$ cat src/rtl/reg_mux_sequencer_pkg.sv
// Shared types and constants for the register/mux sequencer.
package reg_mux_sequencer_pkg;

   typedef enum logic [2:0] {
      ST_IDLE,
      ST_LOAD,
      ST_SHOW_A,
      ST_SHOW_B,
      ST_SHOW_C,
      ST_CLEAR,
      ST_DONE
   } state_t;

   // Select codes for the downstream registered 4:1 mux
   localparam logic [1:0] SEL_A    = 2'b00;
   localparam logic [1:0] SEL_B    = 2'b01;
   localparam logic [1:0] SEL_C    = 2'b10;
   localparam logic [1:0] SEL_ZERO = 2'b11;

   // Bit positions within src_mask
   localparam int MASK_A = 0;
   localparam int MASK_B = 1;
   localparam int MASK_C = 2;

   // First enabled show phase strictly after 'cur'; CLEAR when none remain
   function automatic state_t next_show(input logic [2:0] mask, input state_t cur);
      state_t nxt;
      nxt = ST_CLEAR;
      case (cur)
         ST_LOAD: begin
            if (mask[MASK_A])      nxt = ST_SHOW_A;
            else if (mask[MASK_B]) nxt = ST_SHOW_B;
            else if (mask[MASK_C]) nxt = ST_SHOW_C;
         end
         ST_SHOW_A: begin
            if (mask[MASK_B])      nxt = ST_SHOW_B;
            else if (mask[MASK_C]) nxt = ST_SHOW_C;
         end
         ST_SHOW_B: begin
            if (mask[MASK_C])      nxt = ST_SHOW_C;
         end
         default: nxt = ST_CLEAR;
      endcase
      return nxt;
   endfunction

endpackage

$ cat src/rtl/reg_mux_sequencer_dwell_counter.sv
// Down-counter timing one show phase: load, decrement, zero flag.
// Decrement stops at zero, so the count never wraps.
module dwell_counter #(
   parameter int W = 4
) (
   input  logic         Clock,
   input  logic         Resetn,
   input  logic         load,
   input  logic [W-1:0] load_val,
   input  logic         dec,
   output logic         zero
);

   logic [W-1:0] cnt;

   // Load has priority; decrement only while non-zero
   always_ff @(posedge Clock or negedge Resetn) begin
      if (!Resetn)
         cnt <= '0;
      else if (load)
         cnt <= load_val;
      else if (dec && (cnt != '0))
         cnt <= cnt - W'(1);
   end

   assign zero = (cnt == '0);

endmodule

$ cat src/rtl/reg_mux_sequencer.sv
// Sequencer that loads the A/B/C source registers, then steps the output
// mux select through each enabled source for a programmable dwell.
module reg_mux_sequencer
   import reg_mux_sequencer_pkg::*;
#(
   parameter int DWELL_W = 4
) (
   input  logic               Clock,
   input  logic               Resetn,
   input  logic               start,
   input  logic [2:0]         src_mask,
   input  logic [DWELL_W-1:0] dwell,
   input  logic               abort,
   output logic               ld_a,
   output logic               ld_b,
   output logic               ld_c,
   output logic [1:0]         output_sel,
   output logic               out_valid,
   output logic [1:0]         out_tag,
   output logic               busy,
   output logic               done
);

   state_t             state, state_nxt;
   logic [2:0]         mask_q;
   logic [DWELL_W-1:0] dwell_q;
   logic [DWELL_W-1:0] cnt_init;
   logic               in_show, cnt_load, cnt_dec, cnt_zero;
   logic               abortable;

   assign in_show   = (state == ST_SHOW_A) || (state == ST_SHOW_B) || (state == ST_SHOW_C);
   assign abortable = (state == ST_LOAD) || in_show;

   // State register
   always_ff @(posedge Clock or negedge Resetn) begin
      if (!Resetn) state <= ST_IDLE;
      else         state <= state_nxt;
   end

   // Capture the sequence configuration only when a start is accepted
   always_ff @(posedge Clock or negedge Resetn) begin
      if (!Resetn) begin
         mask_q  <= '0;
         dwell_q <= '0;
      end else if ((state == ST_IDLE) && start) begin
         mask_q  <= src_mask;
         dwell_q <= dwell;
      end
   end

   // Next-state logic; abort overrides any loading/showing progress
   always_comb begin
      state_nxt = state;
      case (state)
         ST_IDLE:   if (start) state_nxt = (src_mask != 3'b000) ? ST_LOAD : ST_CLEAR;
         ST_LOAD:   state_nxt = next_show(mask_q, ST_LOAD);
         ST_SHOW_A,
         ST_SHOW_B,
         ST_SHOW_C: if (cnt_zero) state_nxt = next_show(mask_q, state);
         ST_CLEAR:  state_nxt = ST_DONE;
         ST_DONE:   state_nxt = ST_IDLE;
         default:   state_nxt = ST_IDLE;
      endcase
      if (abort && abortable) state_nxt = ST_CLEAR;
   end

   // Moore-style outputs; load enables additionally gated off by abort
   always_comb begin
      output_sel = SEL_ZERO;
      case (state)
         ST_SHOW_A: output_sel = SEL_A;
         ST_SHOW_B: output_sel = SEL_B;
         ST_SHOW_C: output_sel = SEL_C;
         default:   output_sel = SEL_ZERO;
      endcase
      ld_a = (state == ST_LOAD) && mask_q[MASK_A] && !abort;
      ld_b = (state == ST_LOAD) && mask_q[MASK_B] && !abort;
      ld_c = (state == ST_LOAD) && mask_q[MASK_C] && !abort;
      busy = (state != ST_IDLE);
      done = (state == ST_DONE);
   end

   // Valid/tag track the registered mux, so they lag the select by a cycle
   always_ff @(posedge Clock or negedge Resetn) begin
      if (!Resetn) begin
         out_valid <= 1'b0;
         out_tag   <= 2'b00;
      end else begin
         out_valid <= in_show;
         out_tag   <= output_sel;
      end
   end

   // Counter reloads on entry to each new show phase (dwell 0 behaves as 1)
   assign cnt_init = (dwell_q == '0) ? '0 : dwell_q - DWELL_W'(1);
   assign cnt_load = ((state_nxt == ST_SHOW_A) || (state_nxt == ST_SHOW_B) ||
                      (state_nxt == ST_SHOW_C)) && (state_nxt != state);
   assign cnt_dec  = in_show;

   dwell_counter #(.W(DWELL_W)) u_dwell (
      .Clock    (Clock),
      .Resetn   (Resetn),
      .load     (cnt_load),
      .load_val (cnt_init),
      .dec      (cnt_dec),
      .zero     (cnt_zero)
   );

endmodule

$ cat config.mk
export PLATFORM = sky130hd
export DESIGN_NAME = reg_mux_sequencer
export DESIGN_NICKNAME = d
export VERILOG_FILES = /design/src/rtl/reg_mux_sequencer_pkg.sv /design/src/rtl/reg_mux_sequencer_dwell_counter.sv /design/src/rtl/reg_mux_sequencer.sv
export SDC_FILE = /design/constraint.sdc
export NUM_CORES = 1
export LEC_CHECK = 0
export ABC_AREA = 0
export CAP_MARGIN = 5
export CORE_UTILIZATION = 48
export CTS_BUF_LIST = sky130_fd_sc_hd__clkbuf_4 sky130_fd_sc_hd__clkbuf_8
export CTS_CLUSTER_DIAMETER = 100
export DETAILED_ROUTE_END_ITERATION = 8
export PLACE_DENSITY = 0.78
export SLEW_MARGIN = 10
export SYNTH_ARGS = -nofsm -noshare
export SYNTH_HDL_FRONTEND = slang
export SYNTH_SLANG_ARGS = --single-unit
$ cat constraint.sdc
create_clock -name Clock -period 2.2 [get_ports Clock]
set_input_delay 0.22 -clock Clock [delete_from_list [all_inputs] [get_ports Clock]]
set_output_delay 0.22 -clock Clock [all_outputs]
set_load 0.01 [all_outputs]
==> impl_metrics.py, run 1 <==
metrics = {
    "outcome": {
        "status": "complete, no violations",
    },
    "clock_network": {
        "cts_made_buffers": 3,
        "cts_hold_buf": 0,
        "cts.sinks": 17,
        "root_buffer": "clkbuf_4",
        "cts_tree": "built",
        "h-tree-depth": 1,
        "clock_latency_ps": 280,
        "max-clock-path-buffers": 2,
        "clk_pin_slew_ps": 100,
    },
    "critical_path": {
        "cp.buffers_inverters": 2,
        "slowest_delay_ps": 400,
        "cp.required_ps": 2370,
        "crit_family": "compound AO/OA/AOI/OAI gates",
        "cp_slowest_cell": "dfrtp_1",
        "critPathMaxFanout": 3,
        "crit_chain": "inv_2 -> ha_4 -> nor3b_4 -> buf_4 -> o21ai_2 -> o211ai_1 -> xor2_1 -> o32ai_4 -> mux2_4",
        "r2r_slack_ps": 10,
        "crit_type": "reg -> reg",
        "crit_path_end_kind": "flip-flop",
        "arrival_ps": 2360,
        "cp-start-kind": "flip-flop",
    },
    "pwr": {
        "ir_drop_v": 0.000976,
        "power_density_nw_per_um2": 1640,
        "p_leak_nw": 0.651,
    },
    "synth": {
        "syn_nets": 117,
        "ys.flop_type": "dfrtp_1",
        "synth_top_area_share_pct": 39.1,
        "ys_warn_count": 0,
        "async_reset_ff_share_pct": 100,
        "syn_avg_cell_area_sq_um": 10.5,
        "synthTopCellsByArea": "dfrtp_1 39%, mux2_2 7.2%, mux2i_1 3.7%",
        "ys_seq_elements": 17,
        "yosysSeqAreaShare_pct": 39.1,
        "ys_types": 41,
        "synth_area_sq_um": 1090,
        "synth_top_area_cell": "dfrtp_1",
        "postSynthCellCount": 104,
        "synth-edff-count": 0,
    },
    "routing": {
        "wl_met3_um": 74,
        "first_pass_iters": 4,
        "dr_total_vias": 929,
        "top_layer": "met4",
        "wl_per_cell_um": 13.7,
        "drt-met1-wl_um": 1020,
        "met2_length_um": 1180,
        "drc": 0,
        "final_antenna_net_count": 0,
        "avgViaCountPerCell": 5.53,
        "drt-initial-drc-count": 13,
        "routed_wl_um": 2300,
    },
    "layout": {
        "synthToLayoutAreaGrowth_pct": 36.9,
        "final_cells": 168,
        "post-route-util_pct": 73.0,
        "nFillCells": 164,
        "drive_above_1_share_pct": 33.3,
        "layout_common_cells": "20 x clkdlybuf4s50_1, 17 x dfrtp_1, 17 x buf_4, 9 x nor2_1",
        "layout_commonest_cell": "clkdlybuf4s50_1",
        "diodes": 0,
        "fin_nets": 155,
    },
    "sta": {
        "fin_ws_ps": 12.6,
        "rsz0062_at_grt": "true",
        "drv_slew": 0,
        "fin_skew_ps": 2.19,
        "setup_violations": 0,
        "tns_ps": 0,
        "worstMarginPinSlew_ps": 759,
        "period_needed_ps": 2190,
        "finalHoldViolCount": 0,
        "max_slew_margin_pct": 49.3,
        "fmax_ghz": 0.457,
        "fin_crit_sh_pct": 99.4,
    },
    "placed_design": {
        "hpwl_um": 1720,
        "finalWeightedCongestion": 0.840,
        "dp.cells": 160,
        "place_ws_ps": -32.1,
        "io_buffers": 20,
    },
    "floorplan": {
        "coreArea_sq_um": 2040,
        "start_util_pct": 53.3,
        "die_area_sq_um": 2460,
        "die_h_um": 49.6,
        "pin_count": 21,
        "die_w_um": 49.6,
        "fp-row-count": 16,
    },
    "grt": {
        "grt_start_max_net_pins": 18,
        "grt_pass1_vias": 885,
        "antenna_found_initial": 0,
        "grt_pass1_wl_um": 3860,
        "grt_overflow_total": 0,
        "track_usage_pct": 20.8,
    },
    "min_path": {
        "hp-class": "in -> async",
    },
    "flow_run": {
        "maxCapViolations": 0,
    },
}
## metrics by stage
step / cell area (sq um) / hold slack, ps / total power [W]
6_report: 1490 / 377 / 0.00244
5_1_grt: 1490 / 429 / 0.00263
4_1_cts: 1450 / 395 / 0.00235
3_5_place_dp: 1400 / 573 / 0.00210
3_3_place_gp: 1400 / 562 / 0.00205
2_1_floorplan: 1090 / -75.6 / 0.00163
## layout make-up
class                           instances  area (sq um)  area share [%]
Clock buffer                            4          30.0            2.02
Tap cell                               27          33.8            2.27
Sequential cell                        17           425            28.5
Timing Repair Buffer                   38           339            22.8
Multi-Input combinational cell         78           647            43.4
Inverter                                4          15.0            1.01
## synth_stat cells, types with 3 or more instances
| master | n |
|---|---|
| dfrtp_1 | 17 |
| nor2_1 | 9 |
| mux2_2 | 7 |
| nor3_1 | 7 |
| a21oi_1 | 5 |
| nand2b_1 | 5 |
| mux2i_1 | 4 |
| nand2_1 | 4 |
| and2b_1 | 3 |
| and3_1 | 3 |
| inv_1 | 3 |
| xnor2_1 | 3 |
## worst paths after layout
kind | startpoint | endpoint | cells after the start
max | u_dwell.cnt[1] | u_dwell.cnt[0] | 9
min reg2reg | mask_q[2] | mask_q[2] | 1
max in group asynchronous | Resetn | dwell_q[3] | 1
min | Resetn | out_tag[0] | 1
min in group Clock | dwell[3] | dwell_q[3] | 2
max reg2reg | u_dwell.cnt[1] | u_dwell.cnt[0] | 9
## sequential cells by signal (all words and copies together), names as in the netlist
name and cells:
state 3, out_tag 2, u_dwell.cnt 4, dwell_q 4
out_valid 1, mask_q 3
## kinds of logic after synthesis
family	share of synthesized area [%]
buf+inv	4.94
simple gates	22.5
xor+xnor	3.22
flops	39.1
mux	13.7
fa+ha+maj	2.30
compound gates	14.3
## layer usage
| metal | GRT usage (%) | vias to the layer above |
|---|---|---|
| met5 | 0 | - |
| met4 | 7.62 | 0 |
| met3 | 3.70 | 4 |
| met2 | 35.1 | 27 |
| met1 | 26.2 | 444 |
| li1 | - | 454 |
## power breakdown
group | switching (W) | internal [W] | total, W | leakage (nW)
registers | 0.000184 | 0.000474 | 0.000658 | 0.201
clock network | 0.0000926 | 0.0000826 | 0.000175 | 0.0184
logic | 0.000706 | 0.000904 | 0.00161 | 0.432
total | 0.000983 | 0.00146 | 0.00244 | 0.651
## repair_timing
item,CTS,global route
setup buffers,1,3
setup endpoints to repair,4,4
hold endpoints to repair,0,0
resized for setup,4,7
cloned,0,0
pin swaps,4,4
No activity file was read; power rests on OpenSTA's default activity.
==> inputs of run 2 (changes only) <==
==> constraint.sdc (replaced) <==
create_clock -name Clock -period 1.8 [get_ports Clock]
set_input_delay 0.18 -clock Clock [delete_from_list [all_inputs] [get_ports Clock]]
set_output_delay 0.18 -clock Clock [all_outputs]
set_load 0.01 [all_outputs]
==> impl_metrics.py, run 2 (synthesized netlist as in run 1, its figures left out) <==
metrics = {
    "placed_design": {
        "placed_cell_area_sq_um": 1470,
        "finalWeightedCongestion": 0.831,
        "io_buffers": 20,
        "hpwl_um": 1730,
    },
    "clock_network": {
        "clock_latency_ps": 280,
        "clk_pin_slew_ps": 100,
        "cts_hold_buf": 0,
        "max-clock-path-buffers": 2,
        "cts_tree": "built",
        "root_buffer": "clkbuf_4",
        "cts.sinks": 17,
        "cts_made_buffers": 3,
        "h-tree-depth": 1,
    },
    "layout": {
        "post-route-util_pct": 78.1,
        "synthToLayoutAreaGrowth_pct": 46.4,
        "fin_nets": 168,
        "layout_common_cells": "28 x buf_4, 15 x dfrtp_1, 13 x clkdlybuf4s50_1, 8 x nor2_1",
        "drive_above_1_share_pct": 41.6,
        "multiInputGateArea_sq_um": 648,
        "final_area_sq_um": 1590,
        "diodes": 0,
        "nFillCells": 142,
        "seqCellArea_sq_um": 428,
        "layout_commonest_cell": "buf_4",
        "largestRegisters": "dwell_q x4, u_dwell.cnt x4",
    },
    "routing": {
        "first_pass_iters": 5,
        "routed_wl_um": 2420,
        "drt-initial-drc-count": 16,
        "drc": 0,
        "final_antenna_net_count": 0,
        "avgViaCountPerCell": 5.43,
        "dr_total_vias": 982,
        "wl_per_cell_um": 13.4,
    },
    "grt": {
        "antenna_found_initial": 0,
        "track_usage_pct": 21.4,
        "grt_pass1_wl_um": 4110,
        "grt_start_max_net_pins": 18,
        "grt_overflow_total": 0,
        "grt_pass1_vias": 972,
    },
    "critical_path": {
        "arrival_ps": 2400,
        "r2r_slack_ps": -420,
        "critPathMaxFanout": 7,
        "crit_path_end_kind": "flip-flop",
        "cp-start-kind": "flip-flop",
        "crit_type": "reg -> reg",
        "r2r-end": "u_dwell.cnt[0]",
        "worstReg2RegStart": "u_dwell.cnt[0]",
        "reg2reg_depth": 11,
        "cp.required_ps": 1970,
    },
    "sta": {
        "tns_ps": -1540,
        "setup_violations": 4,
        "fin_ws_ps": -422,
        "period_needed_ps": 2220,
        "rsz0062_at_grt": "true",
        "fmax_ghz": 0.450,
        "fin_skew_ps": 5.98,
        "max_slew_margin_pct": 70.5,
        "fin_crit_sh_pct": 123,
        "worstMarginPinSlew_ps": 440,
        "finalHoldViolCount": 0,
        "drv_slew": 0,
    },
    "flow_run": {
        "maxCapViolations": 0,
    },
    "outcome": {
        "status": "finished with violations",
        "violations": "negative setup slack",
    },
    "pwr": {
        "power_density_nw_per_um2": 1980,
        "ir_drop_v": 0.00120,
        "p_total_w": 0.00315,
        "p_leak_nw": 0.750,
    },
    "floorplan": {
        "fp-row-count": 16,
        "die_area_sq_um": 2460,
        "die_w_um": 49.6,
        "die_h_um": 49.6,
        "pin_count": 21,
        "coreArea_sq_um": 2040,
        "start_util_pct": 53.3,
    },
    "min_path": {
        "hp-class": "in -> async",
    },
}
-- run 2: cell count changes in the layout (fill, tap and decap cells not counted), sizes merged --
cell / previous run / this run
clkbuf: 4 / 5
dlygate4sd2: 0 / 4
dlymetal6s2s: 0 / 2
buf: 18 / 31
clkdlybuf4s50: 20 / 13
-- run 2: metrics by stage --
step | cells | setup slack (ps) | hold WS (ps)
detailed placement | 170 | -490 | 530
CTS | 180 | -376 | 220
finish | 181 | -422 | 212
global placement | 170 | -364 | 523
global route | 181 | -561 | 216
floorplan | 104 | -338 | -116
-- run 2: repair_timing --
action | in CTS | in global routing
pin swaps | 4 | 1
setup endpoints to repair | 11 | 7
resized for setup | 19 | 6
setup buffers | 6 | 1
-- run 2: critical path, cell delays in order, from the launching register on --
cell      delay [ps]
dfrtp_1          400
inv_2             80
ha_4             120
nor3b_4          170
buf_6            160
nand3_2           90
o21ai_2           80
o211ai_1         170
buf_4            190
nor3b_4          220
o32ai_4          120
mux2_4           310
-- run 2: layout make-up --
| type | instances | area share [%] |
|---|---|---|
| clock buffers | 4 | 1.88 |
| inverters | 4 | 0.942 |
| multi-input cells | 78 | 40.7 |
| flip-flops and latches | 17 | 26.8 |
| well taps | 27 | 2.12 |
| repair buffers | 51 | 27.6 |
-- run 2: worst max path at each step --
stage | start | to | slack [ps] | depth (start not counted)
2_1_floorplan | u_dwell.cnt[0] | u_dwell.cnt[0] | -340 | 9
3_3_place_gp | abort | u_dwell.cnt[0] | -360 | 7
3_5_place_dp | u_dwell.cnt[1] | u_dwell.cnt[0] | -490 | 8
4_1_cts | u_dwell.cnt[0] | u_dwell.cnt[0] | -380 | 10
5_1_grt | u_dwell.cnt[0] | u_dwell.cnt[0] | -560 | 11
6_report | u_dwell.cnt[0] | u_dwell.cnt[0] | -420 | 11
-- run 2: routing by layer --
layer / share of wire (%) / vias up / GRT usage, % / routed length [um]
li1: - / 473 / - / -
met4: 0.58 / 0 / 2.86 / 14
met3: 3.9 / 4 / 1.85 / 95
met1: 44 / 471 / 26.6 / 1060
met2: 51 / 34 / 40.3 / 1240
met5: 0 / - / 0 / 0
-- run 2: where the power goes --
| group | switching, W | internal [W] |
|---|---|---|
| sequential | 0.000216 | 0.000584 |
| clock | 0.000117 | 0.000101 |
| combinational | 0.000912 | 0.00122 |
| total | 0.00125 | 0.00191 |
